===== src/rtl/lc3_pkg.sv =====
// Shared types for the LC-3 datapath slice.
//   aluk_e      : ALU operation select
//   pcmux_e     : next-PC source select
//   addr2mux_e  : address-adder offset select
//   mem_state_e : memory read sequencer states
//   NZP_RESET   : condition-code value after reset (zero)
package lc3_pkg;

   typedef enum logic [1:0] {
      ALU_ADD   = 2'b00,
      ALU_AND   = 2'b01,
      ALU_NOT   = 2'b10,
      ALU_PASSA = 2'b11
   } aluk_e;

   typedef enum logic [1:0] {
      PC_INC  = 2'b00,
      PC_BUS  = 2'b01,
      PC_ADDR = 2'b10,
      PC_HOLD = 2'b11
   } pcmux_e;

   typedef enum logic [1:0] {
      A2_ZERO   = 2'b00,
      A2_SEXT6  = 2'b01,
      A2_SEXT9  = 2'b10,
      A2_SEXT11 = 2'b11
   } addr2mux_e;

   typedef enum logic {
      MEM_IDLE = 1'b0,
      MEM_WAIT = 1'b1
   } mem_state_e;

   localparam logic [2:0] NZP_RESET = 3'b010;

endpackage


===== src/rtl/lc3_regfile.sv =====
// Eight-entry general register file.
//   Clk, Reset      : clock, async active-low reset (clears all entries)
//   we, dr, wdata   : synchronous write port
//   sr1, sr2        : combinational read selects
//   sr1_data/sr2_data : read data (pre-edge contents)
module lc3_regfile
   import lc3_pkg::*;
#(
   parameter int WIDTH = 16
) (
   input  logic             Clk,
   input  logic             Reset,
   input  logic             we,
   input  logic [2:0]       dr,
   input  logic [2:0]       sr1,
   input  logic [2:0]       sr2,
   input  logic [WIDTH-1:0] wdata,
   output logic [WIDTH-1:0] sr1_data,
   output logic [WIDTH-1:0] sr2_data
);

   logic [WIDTH-1:0] regs [8];

   always_ff @(posedge Clk or negedge Reset) begin
      if (!Reset) begin
         for (int i = 0; i < 8; i++) regs[i] <= '0;
      end else if (we) begin
         regs[dr] <= wdata;
      end
   end

   assign sr1_data = regs[sr1];
   assign sr2_data = regs[sr2];

endmodule


===== src/rtl/lc3_datapath_p.sv =====
// LC-3 datapath: shared bus, PC/MAR/MDR/IR/NZP/BEN/LED registers, ALU,
// address adder, register file and a timed memory-read sequencer.
//   Clk, Reset           : clock, async active-low reset
//   LD_*                 : register load enables
//   Gate*                : bus drivers (more than one => bus 0, Bus_Err)
//   PCMUX..ADDR1MUX      : mux / ALU selects
//   Mem_Rd_Start/Ack/Rdata : read handshake in
//   Mem_Req/Addr/Busy/Timeout : read handshake out
//   MAR, MDR, IR, PC, NZP, BEN, LED, Bus_Err : state outputs
//
// Memory sequencer
//   state    | meaning
//   MEM_IDLE | no read pending; LD_MDR may load from bus
//   MEM_WAIT | Mem_Req held, waiting for Mem_Ack or timeout
module lc3_datapath_p
   import lc3_pkg::*;
#(
   parameter int WIDTH       = 16,
   parameter int MEM_TIMEOUT = 15
) (
   input  logic             Clk,
   input  logic             Reset,
   input  logic             LD_MAR,
   input  logic             LD_MDR,
   input  logic             LD_IR,
   input  logic             LD_BEN,
   input  logic             LD_CC,
   input  logic             LD_REG,
   input  logic             LD_PC,
   input  logic             LD_LED,
   input  logic             GatePC,
   input  logic             GateMDR,
   input  logic             GateALU,
   input  logic             GateMARMUX,
   input  logic [1:0]       PCMUX,
   input  logic [1:0]       ADDR2MUX,
   input  logic [1:0]       ALUK,
   input  logic             DRMUX,
   input  logic             SR1MUX,
   input  logic             SR2MUX,
   input  logic             ADDR1MUX,
   input  logic             Mem_Rd_Start,
   input  logic             Mem_Ack,
   input  logic [WIDTH-1:0] Mem_Rdata,
   output logic             Mem_Req,
   output logic [WIDTH-1:0] Mem_Addr,
   output logic             Mem_Busy,
   output logic             Mem_Timeout,
   output logic             Bus_Err,
   output logic [WIDTH-1:0] MAR,
   output logic [WIDTH-1:0] MDR,
   output logic [WIDTH-1:0] IR,
   output logic [WIDTH-1:0] PC,
   output logic [2:0]       NZP,
   output logic             BEN,
   output logic [11:0]      LED
);

   localparam int CW = $clog2(MEM_TIMEOUT + 1);
   localparam logic [CW-1:0] CNT_LAST = CW'(MEM_TIMEOUT - 1);

   mem_state_e       state_q, state_d;
   logic [CW-1:0]    cnt_q;
   logic             rd_start, rd_ack, rd_tout;

   logic [WIDTH-1:0] bus, alu_out, addr_out, addr1, addr2, alu_b, pc_next;
   logic [WIDTH-1:0] sext5, sext6, sext9, sext11, sr1_data, sr2_data;
   logic [2:0]       dr_sel, sr1_sel;
   logic             bus_conflict;

   assign sext5  = {{(WIDTH-5){IR[4]}},   IR[4:0]};
   assign sext6  = {{(WIDTH-6){IR[5]}},   IR[5:0]};
   assign sext9  = {{(WIDTH-9){IR[8]}},   IR[8:0]};
   assign sext11 = {{(WIDTH-11){IR[10]}}, IR[10:0]};

   assign dr_sel  = DRMUX  ? 3'd7     : IR[11:9];
   assign sr1_sel = SR1MUX ? IR[8:6]  : IR[11:9];

   lc3_regfile #(.WIDTH(WIDTH)) u_regfile (
      .Clk      (Clk),
      .Reset    (Reset),
      .we       (LD_REG),
      .dr       (dr_sel),
      .sr1      (sr1_sel),
      .sr2      (IR[2:0]),
      .wdata    (bus),
      .sr1_data (sr1_data),
      .sr2_data (sr2_data)
   );

   always_comb begin
      addr1 = ADDR1MUX ? sr1_data : PC;
      case (addr2mux_e'(ADDR2MUX))
         A2_ZERO:   addr2 = '0;
         A2_SEXT6:  addr2 = sext6;
         A2_SEXT9:  addr2 = sext9;
         default:   addr2 = sext11;
      endcase
      addr_out = addr1 + addr2;
   end

   always_comb begin
      alu_b = SR2MUX ? sext5 : sr2_data;
      case (aluk_e'(ALUK))
         ALU_ADD:  alu_out = sr1_data + alu_b;
         ALU_AND:  alu_out = sr1_data & alu_b;
         ALU_NOT:  alu_out = ~sr1_data;
         default:  alu_out = sr1_data;
      endcase
   end

   // Any two drivers at once is a contention; the bus reads 0 in that case.
   assign bus_conflict = (GatePC  & GateMDR) | (GatePC  & GateALU) | (GatePC & GateMARMUX)
                       | (GateMDR & GateALU) | (GateMDR & GateMARMUX) | (GateALU & GateMARMUX);

   always_comb begin
      bus = '0;
      if (!bus_conflict) begin
         if (GatePC)          bus = PC;
         else if (GateMDR)    bus = MDR;
         else if (GateALU)    bus = alu_out;
         else if (GateMARMUX) bus = addr_out;
      end
   end

   always_comb begin
      case (pcmux_e'(PCMUX))
         PC_INC:  pc_next = PC + 1'b1;
         PC_BUS:  pc_next = bus;
         PC_ADDR: pc_next = addr_out;
         default: pc_next = PC;
      endcase
   end

   always_ff @(posedge Clk or negedge Reset) begin
      if (!Reset) state_q <= MEM_IDLE;
      else        state_q <= state_d;
   end

   // Ack is tested before the terminal count so it wins on the last cycle.
   always_comb begin
      state_d  = state_q;
      rd_start = 1'b0;
      rd_ack   = 1'b0;
      rd_tout  = 1'b0;
      case (state_q)
         MEM_IDLE: begin
            if (Mem_Rd_Start) begin
               rd_start = 1'b1;
               state_d  = MEM_WAIT;
            end
         end
         MEM_WAIT: begin
            if (Mem_Ack) begin
               rd_ack  = 1'b1;
               state_d = MEM_IDLE;
            end else if (cnt_q == CNT_LAST) begin
               rd_tout = 1'b1;
               state_d = MEM_IDLE;
            end
         end
         default: state_d = MEM_IDLE;
      endcase
   end

   assign Mem_Busy = (state_q == MEM_WAIT);
   assign Mem_Req  = (state_q == MEM_WAIT);

   always_ff @(posedge Clk or negedge Reset) begin
      if (!Reset) begin
         cnt_q       <= '0;
         Mem_Addr    <= '0;
         Mem_Timeout <= 1'b0;
         Bus_Err     <= 1'b0;
         PC          <= '0;
         MAR         <= '0;
         MDR         <= '0;
         IR          <= '0;
         NZP         <= NZP_RESET;
         BEN         <= 1'b0;
         LED         <= '0;
      end else begin
         if (rd_start) begin
            cnt_q    <= '0;
            Mem_Addr <= MAR;
         end else if (state_q == MEM_WAIT) begin
            cnt_q <= cnt_q + 1'b1;
         end
         if (rd_tout)      Mem_Timeout <= 1'b1;
         if (bus_conflict) Bus_Err     <= 1'b1;

         if (rd_ack)                             MDR <= Mem_Rdata;
         else if (rd_tout)                       MDR <= '1;
         else if (LD_MDR && state_q == MEM_IDLE) MDR <= bus;

         if (LD_PC)  PC  <= pc_next;
         if (LD_MAR) MAR <= bus;
         if (LD_IR)  IR  <= bus;
         if (LD_LED) LED <= IR[11:0];
         if (LD_BEN) BEN <= |(IR[11:9] & NZP);
         if (LD_CC) begin
            if (bus[WIDTH-1])  NZP <= 3'b100;
            else if (bus == '0) NZP <= 3'b010;
            else               NZP <= 3'b001;
         end
      end
   end

endmodule


===== config.mk =====
export PLATFORM = sky130hd
export DESIGN_NAME = lc3_datapath_p
export DESIGN_NICKNAME = d
export VERILOG_FILES = /design/src/rtl/lc3_pkg.sv /design/src/rtl/lc3_regfile.sv /design/src/rtl/lc3_datapath_p.sv
export SDC_FILE = /design/constraint.sdc
export NUM_CORES = 1
export LEC_CHECK = 0
export ABC_AREA = 1
export BUFFER_PORTS_ARGS = -buffer_cell sky130_fd_sc_hd__buf_2
export CAP_MARGIN = 20
export CELL_PAD_IN_SITES_DETAIL_PLACEMENT = 0
export CELL_PAD_IN_SITES_GLOBAL_PLACEMENT = 2
export CORE_MARGIN = 2
export CORE_UTILIZATION = 36
export CTS_BUF_LIST = sky130_fd_sc_hd__clkbuf_8
export DETAILED_ROUTE_END_ITERATION = 8
export MAX_ROUTING_LAYER = met4
export PLACE_DENSITY_LB_ADDON = 0.1
export SLEW_MARGIN = 25
export SYNTH_ARGS = -nofsm -noshare
export SYNTH_HDL_FRONTEND = slang
export SYNTH_SLANG_ARGS = --single-unit

===== constraint.sdc =====
create_clock -name Clk -period 4.2 [get_ports Clk]
set_clock_uncertainty 0.15 [all_clocks]
set_input_delay 0.21 -clock Clk [delete_from_list [all_inputs] [get_ports Clk]]
set_output_delay 0.21 -clock Clk [all_outputs]
set_load 0.05 [all_outputs]

# After elaboration in Yosys (flattened, before gate mapping)
# Index checks and enable logic that the tools add are counted.
[op_classes]
n_eq_ne = 7
n_lt_le_gt_ge = 4
n_reduce_logical = 11
muxes = 38
n_bitwise = 18
n_addsub = 4
[ops]
columns = ["operator", "count"]
rows = [
  ["$mux 16", 15],
  ["$pmux 16 s3", 3],
  ["$bwmux 128", 1],
  ["$bmux 16 s3", 2],
  ["$demux 16 s3", 1],
  ["$add 16x16->16", 2],
  ["$add 16x1->16 const B", 1],
  ["$and 16x16->16", 1],
  ["$logic_not 16->1", 1],
  ["$not 16->16", 1],
  ["$ge 4x4->1 const B", 3],
  ["$not 3->4", 3],
  ["$mux 1", 9],
  ["$mux 3", 3],
  ["$mux 4", 2],
  ["$and 1x1->1", 6],
  ["$eq 2x1->1 const B", 3],
  ["$eq 2x2->1 const B", 3],
  ["$logic_not 2->1", 3],
  ["$reduce_bool 3->1", 2],
  ["$or 1x1->1", 5],
  ["$add 4x1->4 const B", 1],
  ["$eq 4x4->1 const B", 1],
  ["$lt 4x1->1 const B", 1],
  ["8 further kinds", 9],
]
[word_totals]
in_bits = 42
out_inout_bits = 100
ff_bits = 231

# Longest topological paths before layout
[logic_depth]
ltp_word = 15
ltp_mapped = 32

# Cells and area by module
# Synthesis repeated with hierarchy kept, for this count alone.
[hier_totals]
hier_cells = 2397
hier_area_um2 = 15670.0
[modules_own_cells]
columns = ["module", "n_inst", "seq_area_each_um2", "cells_each", "area_per_inst_um2"]
rows = [
  ["lc3_datapath_p", 1, 2578.7, 1232, 8180.3],
  ["lc3_regfile", 1, 3203.1, 1165, 7489.7],
]

# Worst setup path before layout
# Ideal clock, no wire load.
[synth_timing]
path_type = "register to register"
start = "register IR[10]"
end = "register NZP[0]"
n_path_buf = 2
path_stages_with_launch = 28
arrival_time_ns = 3.974
setup_time_ns = 0.121
t_required_ns = 3.929
synth_period_minus_slack_ns = 4.245
setup_slack_ns = -0.045
path_cell_list = "dfrtp_1 > inv_1 > o21ai_2 > buf_4 > buf_6 > a21oi_1 > o21ai_1 > nand3_1 > nand2_1 > o21ai_0 > ha_1 > fa_1 > nand3_1 > nand2_1 > nand2_1 > o211ai_1 > a21boi_0 > o21ai_0 > nand2_1 > nand2_1 > a21oi_1 > nand2_1 > nand3_1 > nand3_1 > a21oi_1 > nand3_1 > o21bai_1 > nand2_1"
[synth_between]
elab_chain_cells = 15
elab_cells_between_ends = 20
[synth_lines]
columns = ["item", "line", "text"]
rows = [
  ["from (decl)", "lc3_datapath_p.sv:52", "output logic [WIDTH-1:0] IR,"],
  ["from (signal assigned)", "lc3_datapath_p.sv:198", "if (LD_IR) IR <= bus;"],
  ["$mux 3", "lc3_datapath_p.sv:77", "assign sr1_sel = SR1MUX ? IR[8:6] : IR[11:9];"],
  ["$not 3->4 (implied by the code)", "lc3_regfile.sv:32", "assign sr1_data = regs[sr1];"],
  ["$bmux 16 s3", "lc3_regfile.sv:32", ""],
  ["$mux 16 (implied by the code) (2 in series)", "lc3_regfile.sv:32", ""],
  ["$mux 16", "lc3_datapath_p.sv:92", "addr1 = ADDR1MUX ? sr1_data : PC;"],
  ["$add 16x16->16", "lc3_datapath_p.sv:99", "addr_out = addr1 + addr2;"],
  ["$mux 16", "lc3_datapath_p.sv:122", "else if (GateMARMUX) bus = addr_out;"],
  ["$mux 16 *", "lc3_datapath_p.sv:121", "else if (GateALU) bus = alu_out;"],
  ["$mux 16 *", "lc3_datapath_p.sv:120", "else if (GateMDR) bus = MDR;"],
  ["$mux 16 *", "lc3_datapath_p.sv:119", "if (GatePC) bus = PC;"],
  ["$mux 16 *", "lc3_datapath_p.sv:118", "if (!bus_conflict) begin"],
  ["$logic_not 16->1", "lc3_datapath_p.sv:203", "else if (bus == '0) NZP <= 3'b010;"],
  ["$mux 2", "lc3_datapath_p.sv:203", ""],
  ["$mux 3 *", "lc3_datapath_p.sv:202", "if (bus[WIDTH-1]) NZP <= 3'b100;"],
  ["to (signal assigned)", "lc3_datapath_p.sv:202", ""],
  ["to (signal assigned)", "lc3_datapath_p.sv:203", ""],
  ["to (signal assigned)", "lc3_datapath_p.sv:204", "else NZP <= 3'b001;"],
  ["to (decl)", "lc3_datapath_p.sv:54", "output logic [2:0] NZP,"],
]
# Every way passes the cells marked *; elsewhere a longest branch is shown, timed or not. The select of a mux whose other input is x is not followed.
# A chain may end at the register's enable or synchronous reset.

# Worst setup path in the final report
[layout_timing]
start = "register IR[9]"
end = "register NZP[0]"
# Same word-level chain as after synthesis.

==> results.txt <==
The flow ran to the end, and the final reports show no timing, DRC or antenna violations. The average vias per placed instance came out at 5.39. The largest area contributor in the synthesized netlist is sky130_fd_sc_hd__dfrtp_1. The worst hold path belongs to the class in -> async. The number of antenna violations at the first check in global routing is 2. When the netlist entered floorplanning its net count stood at 2094. The number of nets at the end of the flow came out at between 2000 and 2500. The overall global routing resource usage came out at 29.7%. The most used flip-flop cell after synthesis is sky130_fd_sc_hd__dfrtp_1. For this run, the share of the core covered by cells in the final layout is 47.6%. Setup repair after global routing could not meet its margin everywhere.

The wire length of the first global-routing pass is 91000 um. The number of pins with negative max-slew slack in the final report came to 0. VDD sags by at most 284 uV. The first detailed-routing pass ran for 5 iterations.

The setup path with the least slack is of type reg -> reg. STA classifies the critical path endpoint as a register. In this run the biggest area consumer among cell types represents about two fifths of the synthesized area. The worst setup path is launched from a register.

The floorplan has 73 rows. The CTS H-tree depth came out at 2. Setup violations remaining at the end of the flow were counted as 0. Counting flops with a built-in enable in the synthesized netlist gives 0. The via count of the first global-routing pass came out at 14900. The most common library cell in the layout ignoring fill and taps is sky130_fd_sc_hd__nand2_1. The final hold slack came out at 0.0594 ns. The worst setup timing slack at the placement stage is -0.127 ns. The placed standard-cell area is ~17000 um2. The synthesized area per cell is 7.27 um2. The final clock period utilization by the worst path came out at 98.4%.

After detailed routing, the number of remaining DRC violations is 0. The root cell of the clock tree is sky130_fd_sc_hd__clkbuf_8. The sum of negative setup slack is 0 ns. Once layout is done, the placed cells without fillers occupy 19000 um2. The iteration-0 DRC count of the detailed router is 1303.

The power density over the cells came out at between 500 and 600 nW/um2. The finished layout holds 2872 standard cells, fillers aside. The area of the core region is ~40000 um2.

The post-synthesis sequential area ratio came out at 39.5%. The area of the die came out at 42300 um2. Yosys mapped the design onto 55 distinct sky130hd cell types.

The cell area after synthesis came out at 14600 um2. The final antenna-violating net count came out at 0. The static leakage came out at 9.15 nW. The residual overflow from global routing came out at 0. The per-cell routed wire length came out at 21.2 um. The startpoint identified for the worst register-to-register timing path is IR[9]. The HPWL after detailed placement came out at around 43000 um.

The worst-margin pin slew is 0.929 ns. The fraction of synthesis flops using an asynchronous set or reset pin is 100%. The detailed router placed 15500 vias in this run. The number of hold violations in the final report came to 0. Input and output buffers added on the ports amount to 141. The height of the die came out at 206 um.

Of all nets on the critical path, the largest fanout is 8. The worst-case headroom to the max-slew limit came out at 37.7%. The arrival time of data at the critical path endpoint came out at 4.48 ns. The number of placed I/O pins is 142.

The number of storage elements in the synthesis netlist came out at 231. Entering global routing, the biggest net connects around 100 pins. TritonCTS built the clock tree. The final weighted congestion in routability-driven placement came out at 0.939.

Sorting the synthesized cells by area gives the leading types as sky130_fd_sc_hd__dfrtp_1, sky130_fd_sc_hd__nand2_1, sky130_fd_sc_hd__o21ai_0. The number of buffers added by the clock tree synthesis step came out at 48. The cell count after synthesis is a little over 2000.

The proportion of layout cells with a drive suffix above 1 came out at 24.4%. The most critical setup path has its startpoint at IR[9]. The power consumption is between 9 and 10 mW. For this run, the top clock speed supported by timing is 242 MHz. The synthesis warning total is 0.

The clock transition at the registers of the reported paths came out at 0.06 ns. The library cells used most frequently in the layout, excluding fill and tap cells, are sky130_fd_sc_hd__nand2_1, sky130_fd_sc_hd__o21ai_0, sky130_fd_sc_hd__dfrtp_1. The number of sinks driven by the clock tree is 231.

In this run the deepest clock path goes through 3 buffers. Setup slack closes at 0.0670 ns. The floorplan die width came out at 206 um. After detailed placement, the design holds a cell count of 2730. The layout overhead on the synthesized area came out at 29.8%.

The initial core utilization is between 30 and 40%. The total wire length after detailed routing came out at 61000 um. The endpoint required time on the critical path is 4.55 ns. The reported max-cap violation count came out at 0. The later pin in the worst-skew pair is clocked with a latency of approximately 0.66 ns. The time the worst path needs with I/O delays and setup came out at 4.13 ns.
Yosys cell counts, types with 9 or more instances:
cell,count
sky130_fd_sc_hd__nand3_1,121
sky130_fd_sc_hd__buf_2,10
sky130_fd_sc_hd__o21ai_2,14
sky130_fd_sc_hd__ha_1,37
sky130_fd_sc_hd__o21ai_1,13
sky130_fd_sc_hd__o21ai_0,363
sky130_fd_sc_hd__nand2_2,10
sky130_fd_sc_hd__nand3_2,9
sky130_fd_sc_hd__a21oi_1,120
sky130_fd_sc_hd__dfrtp_1,230
sky130_fd_sc_hd__nor3_1,13
sky130_fd_sc_hd__inv_1,176
sky130_fd_sc_hd__clkbuf_1,86
sky130_fd_sc_hd__buf_6,10
sky130_fd_sc_hd__o211ai_1,35
sky130_fd_sc_hd__xor2_1,18
sky130_fd_sc_hd__nand2_1,486
sky130_fd_sc_hd__mux2_2,18
sky130_fd_sc_hd__a221oi_1,10
sky130_fd_sc_hd__nor2_1,124
sky130_fd_sc_hd__o22ai_1,18
power breakdown:
part	switching, mW	total, mW	internal (mW)
logic	2.64	4.08	1.45
clock network	1.12	2.48	1.36
registers	0.368	3.00	2.64
final timing paths:
check / end / slack (ns) / depth (start not counted)
setup / recovery: NZP[0] / 0.07 / 26
hold reg to reg: u_regfile.regs[40] / 0.33 / 2
hold / removal: u_regfile.regs[94] / 0.06 / 2
max in group asynchronous: NZP[1] / 2.86 / 3
setup reg to reg: NZP[0] / 0.07 / 26
min in group Clk: u_regfile.regs[104] / 0.07 / 6
per-layer routing:
layer	track usage, %	part of all wire (%)	up-vias
met5	-	0	-
li1	-	-	7377
met1	41.0	46	7462
met4	9.71	2.9	0
met2	43.8	44	543
met3	5.43	7.2	89
sequential cells by signal, indices dropped and copies added, names as in the netlist, 4 cells and up:
name / cells
LED: 12
cnt_q: 4
u_regfile.regs: 128
PC: 16
MDR: 16
MAR: 16
Mem_Addr: 16
IR: 16
cell type report:
class	count	area (um2)
antenna	2	5.00
clock buffer	60	826
clock inverter	28	171
fill	4129	20900
inverter	183	692
multi-input combinational	1481	8060
sequential	231	5790
tap	525	657
timing repair buffer	362	2810
what timing repair did:
action | 4_1_cts | 5_1_grt
setup endpoints to repair | 19 | 113
buffers inserted | 3 | 15
resized for setup | 9 | 163
pin swaps | 3 | 50
hold buffers | 25 | 0
cloned | 1 | 8
hold endpoints to repair | 138 | 0
kinds of logic (layout without fill, tap and decap cells):
group	Yosys count	after routing	share of synthesized area (%)
AOI/OAI and AO/OA	613	613	23.3
xor gates and xnor gates	20	20	1.20
adders and majority gates	38	38	3.30
buffers and inverters	303	633	8.58
DFF	231	231	39.5
muxes	18	18	1.38
other	0	2	0
and+or+nand+nor	791	792	22.8
critical path, stage by stage, from the launching register on:
cell and delay (ns):
sky130_fd_sc_hd__dfrtp_2 0.45, sky130_fd_sc_hd__inv_2 0.10, sky130_fd_sc_hd__nand2_4 0.07, sky130_fd_sc_hd__nand2_8 0.14, sky130_fd_sc_hd__buf_4 0.17, sky130_fd_sc_hd__nand2_1 0.07
sky130_fd_sc_hd__nand3_1 0.08, sky130_fd_sc_hd__nand3_2 0.11, sky130_fd_sc_hd__nand2_4 0.12, sky130_fd_sc_hd__o21ai_1 0.08, sky130_fd_sc_hd__ha_1 0.32, sky130_fd_sc_hd__buf_4 0.16
sky130_fd_sc_hd__a21oi_1 0.16, sky130_fd_sc_hd__nand2_2 0.12, sky130_fd_sc_hd__buf_4 0.16, sky130_fd_sc_hd__a21oi_1 0.11, sky130_fd_sc_hd__o21ai_0 0.10, sky130_fd_sc_hd__xor2_1 0.25
sky130_fd_sc_hd__a21oi_1 0.10, sky130_fd_sc_hd__nand2_1 0.14, sky130_fd_sc_hd__nand2_1 0.08, sky130_fd_sc_hd__nand2_2 0.14, sky130_fd_sc_hd__nand2_1 0.13, sky130_fd_sc_hd__nor2_2 0.14
sky130_fd_sc_hd__nand3_4 0.08, sky130_fd_sc_hd__o21bai_1 0.15, sky130_fd_sc_hd__nand2_1 0.06
Note: power is estimated with default switching activity, not from simulation.
